<file path="config.mk">
export PLATFORM = sky130hd
export DESIGN_NAME = timer1_baud_ctrl
export DESIGN_NICKNAME = d
export VERILOG_FILES = /design/src/rtl/timer1_pkg.sv /design/src/rtl/baud_divider.sv /design/src/rtl/timer1_baud_ctrl.sv
export SDC_FILE = /design/constraint.sdc
export NUM_CORES = 1
export LEC_CHECK = 0
export BUFFER_PORTS_ARGS = -buffer_cell sky130_fd_sc_hd__clkbuf_2
export CAP_MARGIN = 10
export CORE_UTILIZATION = 35
export DETAILED_ROUTE_END_ITERATION = 16
export RECOVER_POWER = 50
export SLEW_MARGIN = 20
export SYNTH_ARGS = -nofsm -noshare
export SYNTH_HDL_FRONTEND = slang
export SYNTH_SLANG_ARGS = --single-unit
</file>
<file path="constraint.sdc">
create_clock -name clk -period 4.6 [get_ports clk]
set_input_delay 1.38 -clock clk [delete_from_list [all_inputs] [get_ports clk]]
set_output_delay 1.38 -clock clk [all_outputs]
set_load 0.005 [all_outputs]
</file>
<file path="src/rtl/timer1_pkg.sv">
// rtl/timer1_pkg.sv - Timer 1 mode encodings shared by the controller and its bench
package timer1_pkg;

  localparam logic [1:0] MODE_13BIT      = 2'b00;
  localparam logic [1:0] MODE_16BIT      = 2'b01;
  localparam logic [1:0] MODE_AUTORELOAD = 2'b10;
  localparam logic [1:0] MODE_HALT       = 2'b11;

endpackage

</file>
<file path="src/rtl/baud_divider.sv">
// rtl/baud_divider.sv - turns Timer 1 overflows into UART oversample and bit ticks
module baud_divider #(
  parameter int OVS = 16
) (
  input  logic clk,
  input  logic rst,
  input  logic ovf,
  input  logic smod,
  input  logic run,
  output logic tick16,
  output logic baud_tick
);

  localparam int OW = $clog2(OVS);
  localparam logic [OW-1:0] OS_MAX = OW'(OVS - 1);

  logic          half_q, half_d;
  logic [OW-1:0] os_q, os_d;
  logic          tick16_q, tick16_d;
  logic          baud_q, baud_d;
  logic          fire;

  // Without SMOD every second overflow fires (half-flop 1->0); every OVS-th fire is a bit tick
  always_comb begin
    half_d   = half_q;
    os_d     = os_q;
    fire     = run && ovf && (smod || half_q);
    if (run && ovf && !smod) begin
      half_d = ~half_q;
    end
    if (fire) begin
      os_d = (os_q == OS_MAX) ? '0 : os_q + 1'b1;
    end
    tick16_d = fire;
    baud_d   = fire && (os_q == OS_MAX);
  end

  // Divider state and registered tick pulses
  always_ff @(posedge clk or posedge rst) begin
    if (rst) begin
      half_q   <= 1'b0;
      os_q     <= '0;
      tick16_q <= 1'b0;
      baud_q   <= 1'b0;
    end else begin
      half_q   <= half_d;
      os_q     <= os_d;
      tick16_q <= tick16_d;
      baud_q   <= baud_d;
    end
  end

  assign tick16    = tick16_q;
  assign baud_tick = baud_q;

endmodule

</file>
<file path="src/rtl/timer1_baud_ctrl.sv">
// rtl/timer1_baud_ctrl.sv - Timer 1 prescaler, counter modes, TF1 flag and baud tick generation
module timer1_baud_ctrl
  import timer1_pkg::*;
#(
  parameter int PRESCALE = 12,
  parameter int OVS      = 16
) (
  input  logic       clk,
  input  logic       rst,
  input  logic       tr1,
  input  logic [1:0] mode,
  input  logic       smod,
  input  logic       cfg_we,
  input  logic [7:0] cfg_th1,
  input  logic [7:0] cfg_tl1,
  input  logic       tf1_clr,
  output logic [7:0] tl1,
  output logic [7:0] th1,
  output logic       tf1,
  output logic       tick16,
  output logic       baud_tick
);

  localparam int PW = (PRESCALE > 1) ? $clog2(PRESCALE) : 1;
  localparam logic [PW-1:0] PRESC_MAX = PW'(PRESCALE - 1);

  logic [PW-1:0] presc_q, presc_d;
  logic [7:0]    tl1_q, tl1_d;
  logic [7:0]    th1_q, th1_d;
  logic          tf1_q, tf1_d;
  logic          inc;
  logic          ovf;

  // Prescaler, counter increment per mode, config load priority and flag set/clear
  always_comb begin
    presc_d = presc_q;
    tl1_d   = tl1_q;
    th1_d   = th1_q;
    ovf     = 1'b0;
    inc     = tr1 && (presc_q == PRESC_MAX) && (mode != MODE_HALT);

    if (tr1) begin
      presc_d = (presc_q == PRESC_MAX) ? '0 : presc_q + 1'b1;
    end

    // A CPU load wins over a same-cycle increment and suppresses its overflow
    if (cfg_we) begin
      presc_d = '0;
      tl1_d   = cfg_tl1;
      th1_d   = cfg_th1;
    end else if (inc) begin
      case (mode)
        MODE_13BIT: begin
          {th1_d, tl1_d[4:0]} = {th1_q, tl1_q[4:0]} + 13'd1;
          ovf = ({th1_q, tl1_q[4:0]} == 13'h1FFF);
        end
        MODE_16BIT: begin
          {th1_d, tl1_d} = {th1_q, tl1_q} + 16'd1;
          ovf = ({th1_q, tl1_q} == 16'hFFFF);
        end
        MODE_AUTORELOAD: begin
          if (tl1_q == 8'hFF) begin
            tl1_d = th1_q;
            ovf   = 1'b1;
          end else begin
            tl1_d = tl1_q + 8'd1;
          end
        end
        default: begin
        end
      endcase
    end

    // Overflow beats a same-cycle clear so no overflow event is lost
    if (ovf) begin
      tf1_d = 1'b1;
    end else if (tf1_clr) begin
      tf1_d = 1'b0;
    end else begin
      tf1_d = tf1_q;
    end
  end

  // Timer state registers
  always_ff @(posedge clk or posedge rst) begin
    if (rst) begin
      presc_q <= '0;
      tl1_q   <= 8'h00;
      th1_q   <= 8'h00;
      tf1_q   <= 1'b0;
    end else begin
      presc_q <= presc_d;
      tl1_q   <= tl1_d;
      th1_q   <= th1_d;
      tf1_q   <= tf1_d;
    end
  end

  baud_divider #(
    .OVS(OVS)
  ) u_baud_divider (
    .clk      (clk),
    .rst      (rst),
    .ovf      (ovf),
    .smod     (smod),
    .run      (tr1),
    .tick16   (tick16),
    .baud_tick(baud_tick)
  );

  assign tl1 = tl1_q;
  assign th1 = th1_q;
  assign tf1 = tf1_q;

endmodule
</file>
==> flow_summary.yaml, run 1 <==
global_routing:
  antenna_found_initial: 0
  grt_max_degree: 29
  grt_pass1_vias: 1782
  grt_pass1_wl_microns: 8980
  grt_remaining_overflow: 0
  grt_usage_pct: 18.1
final_layout:
  seqCellArea_sq_um: 701
  multi_input_area_sq_mm: 0.00127
  final_cell_mix: "clkbuf_2, dfrtp_1, nor2_1"
  layout.nets: 298
  drive_above_1_share_pct: 23.8
  fill_cells: 593
  final_common_cell: "clkbuf_2"
  area_delta_synth_final_pct: 13.4
  insertedDiodeCount: 0
routing:
  drt-total-wl_microns: 5280
  drcViolationCount: 0
  vias: 1968
  vias_per_cell: 5.84
  drtIter0Drc: 167
  routedWlPerCell_microns: 15.7
  ant_nets: 0
  first_pass_iters: 4
clock_tree:
  ctsResizeCount: 0
  cts_made_buffers: 3
  cts.reportedPaths.clkPinSlew_ns: 0.10
  cts_max_level: 1
  post-cts-setup-buffers: 0
  cts-root-buf: "clkbuf_8"
  cts_sinks: 28
  cts.path.max_buffers: 2
  cts_tree: "yes"
  worstSkewPairLatency_ns: 0.28
  holdBufCountCts: 0
timing:
  setup-tns-final_ns: 0
  tightest_slew_ns: 1.09
  finalSetupViolCount: 0
  report.final.hold_viol_count: 0
  fin_hold_ws_ns: 0.474
  min_period_over_period_pct: 66.7
  rsz0062_at_grt: "no"
  maxSlewHeadroom_pct: 27.2
  fmax_mhz: 326
  slew_viol_final: 0
  fin_skew_ns: 0.00621
  period_needed_ns: 3.07
min_path:
  hold_class: "flop to flop"
  hp-start: "u_baud_divider.half_q"
  hold-path-cell-count: 1
  min_to: "u_baud_divider.half_q"
setup_path:
  r2r-end: "u_baud_divider.os_q[1]"
  required_ns: 4.75
  r2r-start: "tl1[0]"
  path_class: "primary input to flop"
  crit_arrival_ns: 3.22
  r2r.worst_path.cells: 5
  critPathCaptureType: "flop"
  crit_path_start_kind: "primary input"
  worstPathMaxFanout: 12
  reg2reg_slack_ns: 2.18
synth:
  ys_async_sr_fraction_pct: 100
  synthCells: 229
  synth_seq_area_share_pct: 33.7
  synth_cell_types: 64
  ys_warn_count: 0
  syn-num-nets: 260
  ys_ff_latch: 28
  synth_edf_count: 0
  avgSynthCellArea_sq_um: 9.07
  netlist_area_sq_mm: 0.00208
  synthFlopType: "dfrtp_1"
floorplan:
  die-area_sq_mm: 0.00625
  die_w_microns: 79.0
  rows: 27
  io-pin-count: 43
  die_height_microns: 79.0
  start_util_pct: 37.0
  fp.coreArea_sq_mm: 0.00561
power:
  peakVddDrop_uv: 103
  p_leak_nw: 0.991
  power_density_mw_per_mm2: 230
placed_design:
  gp_congestion: 0.837
  port_buffers: 42
  post-dp-hpwl_microns: 3900
job:
  drv_cap: 0
status:
  status: "finished clean"
## layer usage
metal	up-vias	track usage, %	wire length (microns)
li1	955	-	-
met2	58	28.1	2390
met5	-	0	0
met4	0	4.91	59
met1	950	26.2	2590
met3	5	2.30	239
## logic make-up (layout without fill, tap and decap cells)
group / Yosys count / after routing / share of synthesized area (%)
AO/OA/AOI/OAI: 72 / 72 / 26.3
multiplexers: 4 / 4 / 2.41
XOR/XNOR: 5 / 5 / 2.11
AND/OR/NAND/NOR: 94 / 94 / 26.4
buffers and inverters: 19 / 55 / 4.88
adder cells (fa/ha/maj): 7 / 7 / 4.22
flip-flops: 28 / 28 / 33.7
## worst max-delay path: stages
cell and delay (ns):
clkbuf_2 0.10, inv_1 0.07, ha_1 0.39, nand4_1 0.22, or3_2 0.49, a2111oi_0 0.48
a211oi_1 0.08
## flip-flops by register name, indices dropped and copies added, names as in the netlist
| register | count |
|---|---|
| th1 | 8 |
| u_baud_divider.tick16 | 1 |
| tl1 | 8 |
| tf1 | 1 |
| u_baud_divider.os_q | 4 |
| u_baud_divider.half_q | 1 |
| u_baud_divider.baud_tick | 1 |
| presc_q | 4 |
## worst max-delay path by stage
stage                       start                endpoint  slack [ns]
after global routing      mode[1]                  th1[3]        1.40
after global placement    mode[0]  u_baud_divider.os_q[1]        1.37
final                     mode[1]                  th1[3]        1.53
after CTS                 mode[1]                  th1[3]        1.53
after floorplan           mode[0]  u_baud_divider.os_q[0]        1.74
after detailed placement  mode[1]                  th1[3]        1.24
## cells in the mapped netlist, drive strengths merged (7+ instances only)
cell type   n  area share, %
nor3       10            2.7
nand2      17            3.2
o2111ai     7            3.0
ha          7            4.2
dfrtp      28             34
nand3      11            3.3
a31oi       7            2.1
inv         9            1.6
nor2       18            3.3
o21ai      11            2.7
o211ai      7            3.2
## report_power, final
group | switching, W | internal [W]
logic | 0.0000649 | 0.0000506
clock network | 0.0000767 | 0.0000589
registers | 0.0000305 | 0.000261
## area by class of cell
class	count	share of cell area, %
Tap cell	72	3.83
Inverter	9	1.43
Timing Repair Buffer	43	9.09
Clock buffer	3	1.75
Sequential cell	28	29.8
Multi-Input combinational cell	182	54.1
## per-stage QoR
| stage | setup slack, ns | power [W] | instances | cell area, sq um | utilization, % |
|---|---|---|---|---|---|
| finish | 1.53 | 0.000542 | 337 | 2350 | 42.0 |
| global route | 1.40 | 0.000579 | 337 | 2350 | 42.0 |
| CTS | 1.53 | 0.000552 | 337 | 2360 | 42.1 |
| detailed placement | 1.24 | 0.000411 | 334 | 2320 | 41.3 |
| global placement | 1.37 | 0.000411 | 334 | 2320 | 41.3 |
| floorplan | 1.74 | 0.000366 | 229 | 2080 | - |
(Power assumes the default switching activity.)
==> run 2, diff against run 1 <==
--- a/config.mk
+++ b/config.mk
@@ -5,6 +5,7 @@
 export SDC_FILE = /design/constraint.sdc
 export NUM_CORES = 1
 export LEC_CHECK = 0
+export ABC_AREA = 1
 export BUFFER_PORTS_ARGS = -buffer_cell sky130_fd_sc_hd__clkbuf_2
 export CAP_MARGIN = 10
 export CORE_UTILIZATION = 35
==> constraint.sdc (replaced) <==
create_clock -name clk -period 2.8 [get_ports clk]
set_input_delay 0.84 -clock clk [delete_from_list [all_inputs] [get_ports clk]]
set_output_delay 0.84 -clock clk [all_outputs]
set_load 0.005 [all_outputs]
==> run 2 against run 1 <==
Compared with the run above:
- the run now ends with max-capacitance violations, max-slew violations left
- utilization increased by 1.0 points
- critical path depth down 1
- die area grew 6.1%
- register-to-register slack worse by 1.1 ns
- via count rose by 15%
- largest cell class unchanged
==> flow_summary.yaml, run 2 <==
global_routing:
  use_met3_pct: 2.67
  grt_remaining_overflow: 0
  antenna_found_initial: 0
  busiest_layer: "met2"
  grt_usage_pct: 18.4
  grt_pass1_vias: 2195
  use_met2_pct: 31.4
  grt_max_degree: 29
  grt_pass1_wl_microns: 9620
  grtUsageMet1_pct: 24.2
setup_path:
  crit_arrival_ns: 2.44
  cp_common_cell: "clkbuf_1"
  required_ns: 3.02
  path_delay_family: "buffers and inverters"
  crit_start: "cfg_we"
  critPathSlowestCell: "clkbuf_1"
  critPathBufInv: 3
  crit_path_start_kind: "primary input"
  r2r-start: "tl1[0]"
  critPathMaxStageDelay_ns: 0.58
  critPathCaptureType: "flop"
  worstPathMaxFanout: 16
  path_cells: "clkbuf_1 > inv_1 > clkbuf_1 > o21ai_0 > o21bai_1 > a21oi_1"
  path_class: "primary input to flop"
placed_design:
  dp_slack_ns: 0.438
  gp_congestion: 0.877
  placed_cells: 457
  post-dp-hpwl_microns: 4380
  port_buffers: 42
  placedInstanceArea_sq_mm: 0.00252
timing:
  setup-tns-final_ns: 0
  fmax_mhz: 451
  tightest_slew_ns: 1.59
  finalWorstSetupSlack_ns: 0.581
  rsz0062_at_grt: "no"
  slew_viol_final: 29
  maxSlewHeadroom_pct: -5.75
  report.final.hold_viol_count: 0
  min_period_over_period_pct: 79.2
  period_needed_ns: 2.22
  finalSetupViolCount: 0
  fin_skew_ns: 0.00543
synth:
  ys_top_cells_by_area: "dfrtp_1, nand2_1, nor2_1"
  netlist_area_sq_mm: 0.00221
  synth_top_area_share_pct: 31.7
  ys_ff_latch: 28
  avgSynthCellArea_sq_um: 6.45
  synth_seq_area_share_pct: 31.7
  syn-num-nets: 373
  synthCells: 342
  synth_commonest_cells: "nand2_1, nor2_1, inv_1"
  yosysMostFrequentCell: "nand2_1"
  synth_cell_types: 33
  synthFlopType: "dfrtp_1"
  ys_warn_count: 0
  ys_async_sr_fraction_pct: 100
  synth.largest_area_cell: "dfrtp_1"
  synth_edf_count: 0
final_layout:
  final_cells: 461
  area_delta_synth_final_pct: 16.7
  final_common_cell: "nand2_1"
  layout.nets: 418
  drive_above_1_share_pct: 18.7
  finalInstanceArea_sq_mm: 0.00258
  insertedDiodeCount: 0
  final_cell_mix: "nand2_1, nor2_1, clkbuf_2"
  fill_cells: 665
routing:
  routedWlPerCell_microns: 12.2
  drcViolationCount: 0
  vias_per_cell: 4.90
  first_pass_iters: 4
  drt-total-wl_microns: 5640
  drtIter0Drc: 132
  vias: 2258
  ant_nets: 0
clock_tree:
  cts.path.max_buffers: 2
  cts_sinks: 28
  cts.reportedPaths.clkPinSlew_ns: 0.11
  cts_max_level: 1
  worstSkewPairLatency_ns: 0.29
  holdBufCountCts: 0
  ctsResizeCount: 0
  cts-root-buf: "clkbuf_8"
  cts_tree: "yes"
  post-cts-setup-buffers: 0
  cts_made_buffers: 3
floorplan:
  io-pin-count: 43
  die_height_microns: 81.4
  start_util_pct: 36.8
  die_w_microns: 81.4
  fp.coreArea_sq_mm: 0.00599
  rows: 28
  die-area_sq_mm: 0.00663
job:
  drv_cap: 1
status:
  violations: "max-capacitance violations, max-slew violations"
  status: "finished with violations"
power:
  power_w: 0.00121
  p_leak_nw: 1.38
  peakVddDrop_uv: 239
  power_density_mw_per_mm2: 469
min_path:
  hold_class: "flop to flop"
  hp-start: "u_baud_divider.half_q"
-- run 2: cell types whose count changed in the layout (fill, tap and decap cells not counted), moves of 5 or more --
cell	change
nor3_1	-7
a31oi_1	-7
nand3_1	+21
nand2_2	+6
inv_1	+27
nor2_1	+26
nor2_2	+5
or2_2	-5
o2111ai_1	-7
nand2b_1	-6
nand2_1	+99
-- run 2: through the flow --
stage | utilization (%) | hold WS [ns]
after floorplan | - | 0.446
final | 43.0 | 0.490
after global routing | 43.0 | 0.527
after global placement | 42.0 | 0.464
after CTS | 43.2 | 0.495
after detailed placement | 42.0 | 0.470
-- run 2: cell type report --
class | count | area (sq um) | area share [%]
Inverter | 40 | 151 | 5.88
Sequential cell | 28 | 701 | 27.2
Clock buffer | 3 | 41.3 | 1.60
Timing Repair Buffer | 47 | 235 | 9.13
Tap cell | 75 | 93.8 | 3.64
Multi-Input combinational cell | 267 | 1320 | 51.4
Clock inverter | 1 | 30.0 | 1.17
-- run 2: path summary, 6_finish.rpt --
path	to	slack, ns	cells after the start
min	u_baud_divider.half_q	0.49	2
max	tl1[2]	0.58	6
min reg2reg	u_baud_divider.half_q	0.49	2
max reg2reg	u_baud_divider.os_q[3]	1.04	10
min in group asynchronous	tl1[2]	1.06	3
max in group asynchronous	th1[2]	0.82	3
-- run 2: report_power, final --
part           internal [W]  switching (W)  total [W]
sequential         0.000447      0.0000828   0.000530
combinational      0.000133       0.000207   0.000340
clock              0.000192       0.000147   0.000338
total              0.000772       0.000436    0.00121
-- run 2: worst register-to-register path, cell delays in order, from the launching register on --
cell     delay (ns)
dfrtp_1        0.46
ha_1           0.25
nand2_2        0.11
nor2_8         0.18
nand3_1        0.20
nand2_1        0.13
nor2_1         0.07
nor2_4         0.10
nand3_1        0.08
nand2_1        0.06
inv_1          0.04
-- run 2: cell families (layout without fill, tap and decap cells) --
kind of cell	after synthesis	in the layout	synth area share (%)
AO/OA/AOI/OAI	38	38	10.2
XOR/XNOR	4	4	1.59
adder cells (fa/ha/maj)	7	7	3.97
buffers and inverters	47	91	8.28
flip-flops	28	28	31.7
AND/OR/NAND/NOR	218	218	44.2
-- run 2: layer usage --
metal	wire (microns)	vias up
li1	-	1175
met1	2680	1025
met2	2640	48
met3	217	10
met4	113	0
met5	0	-
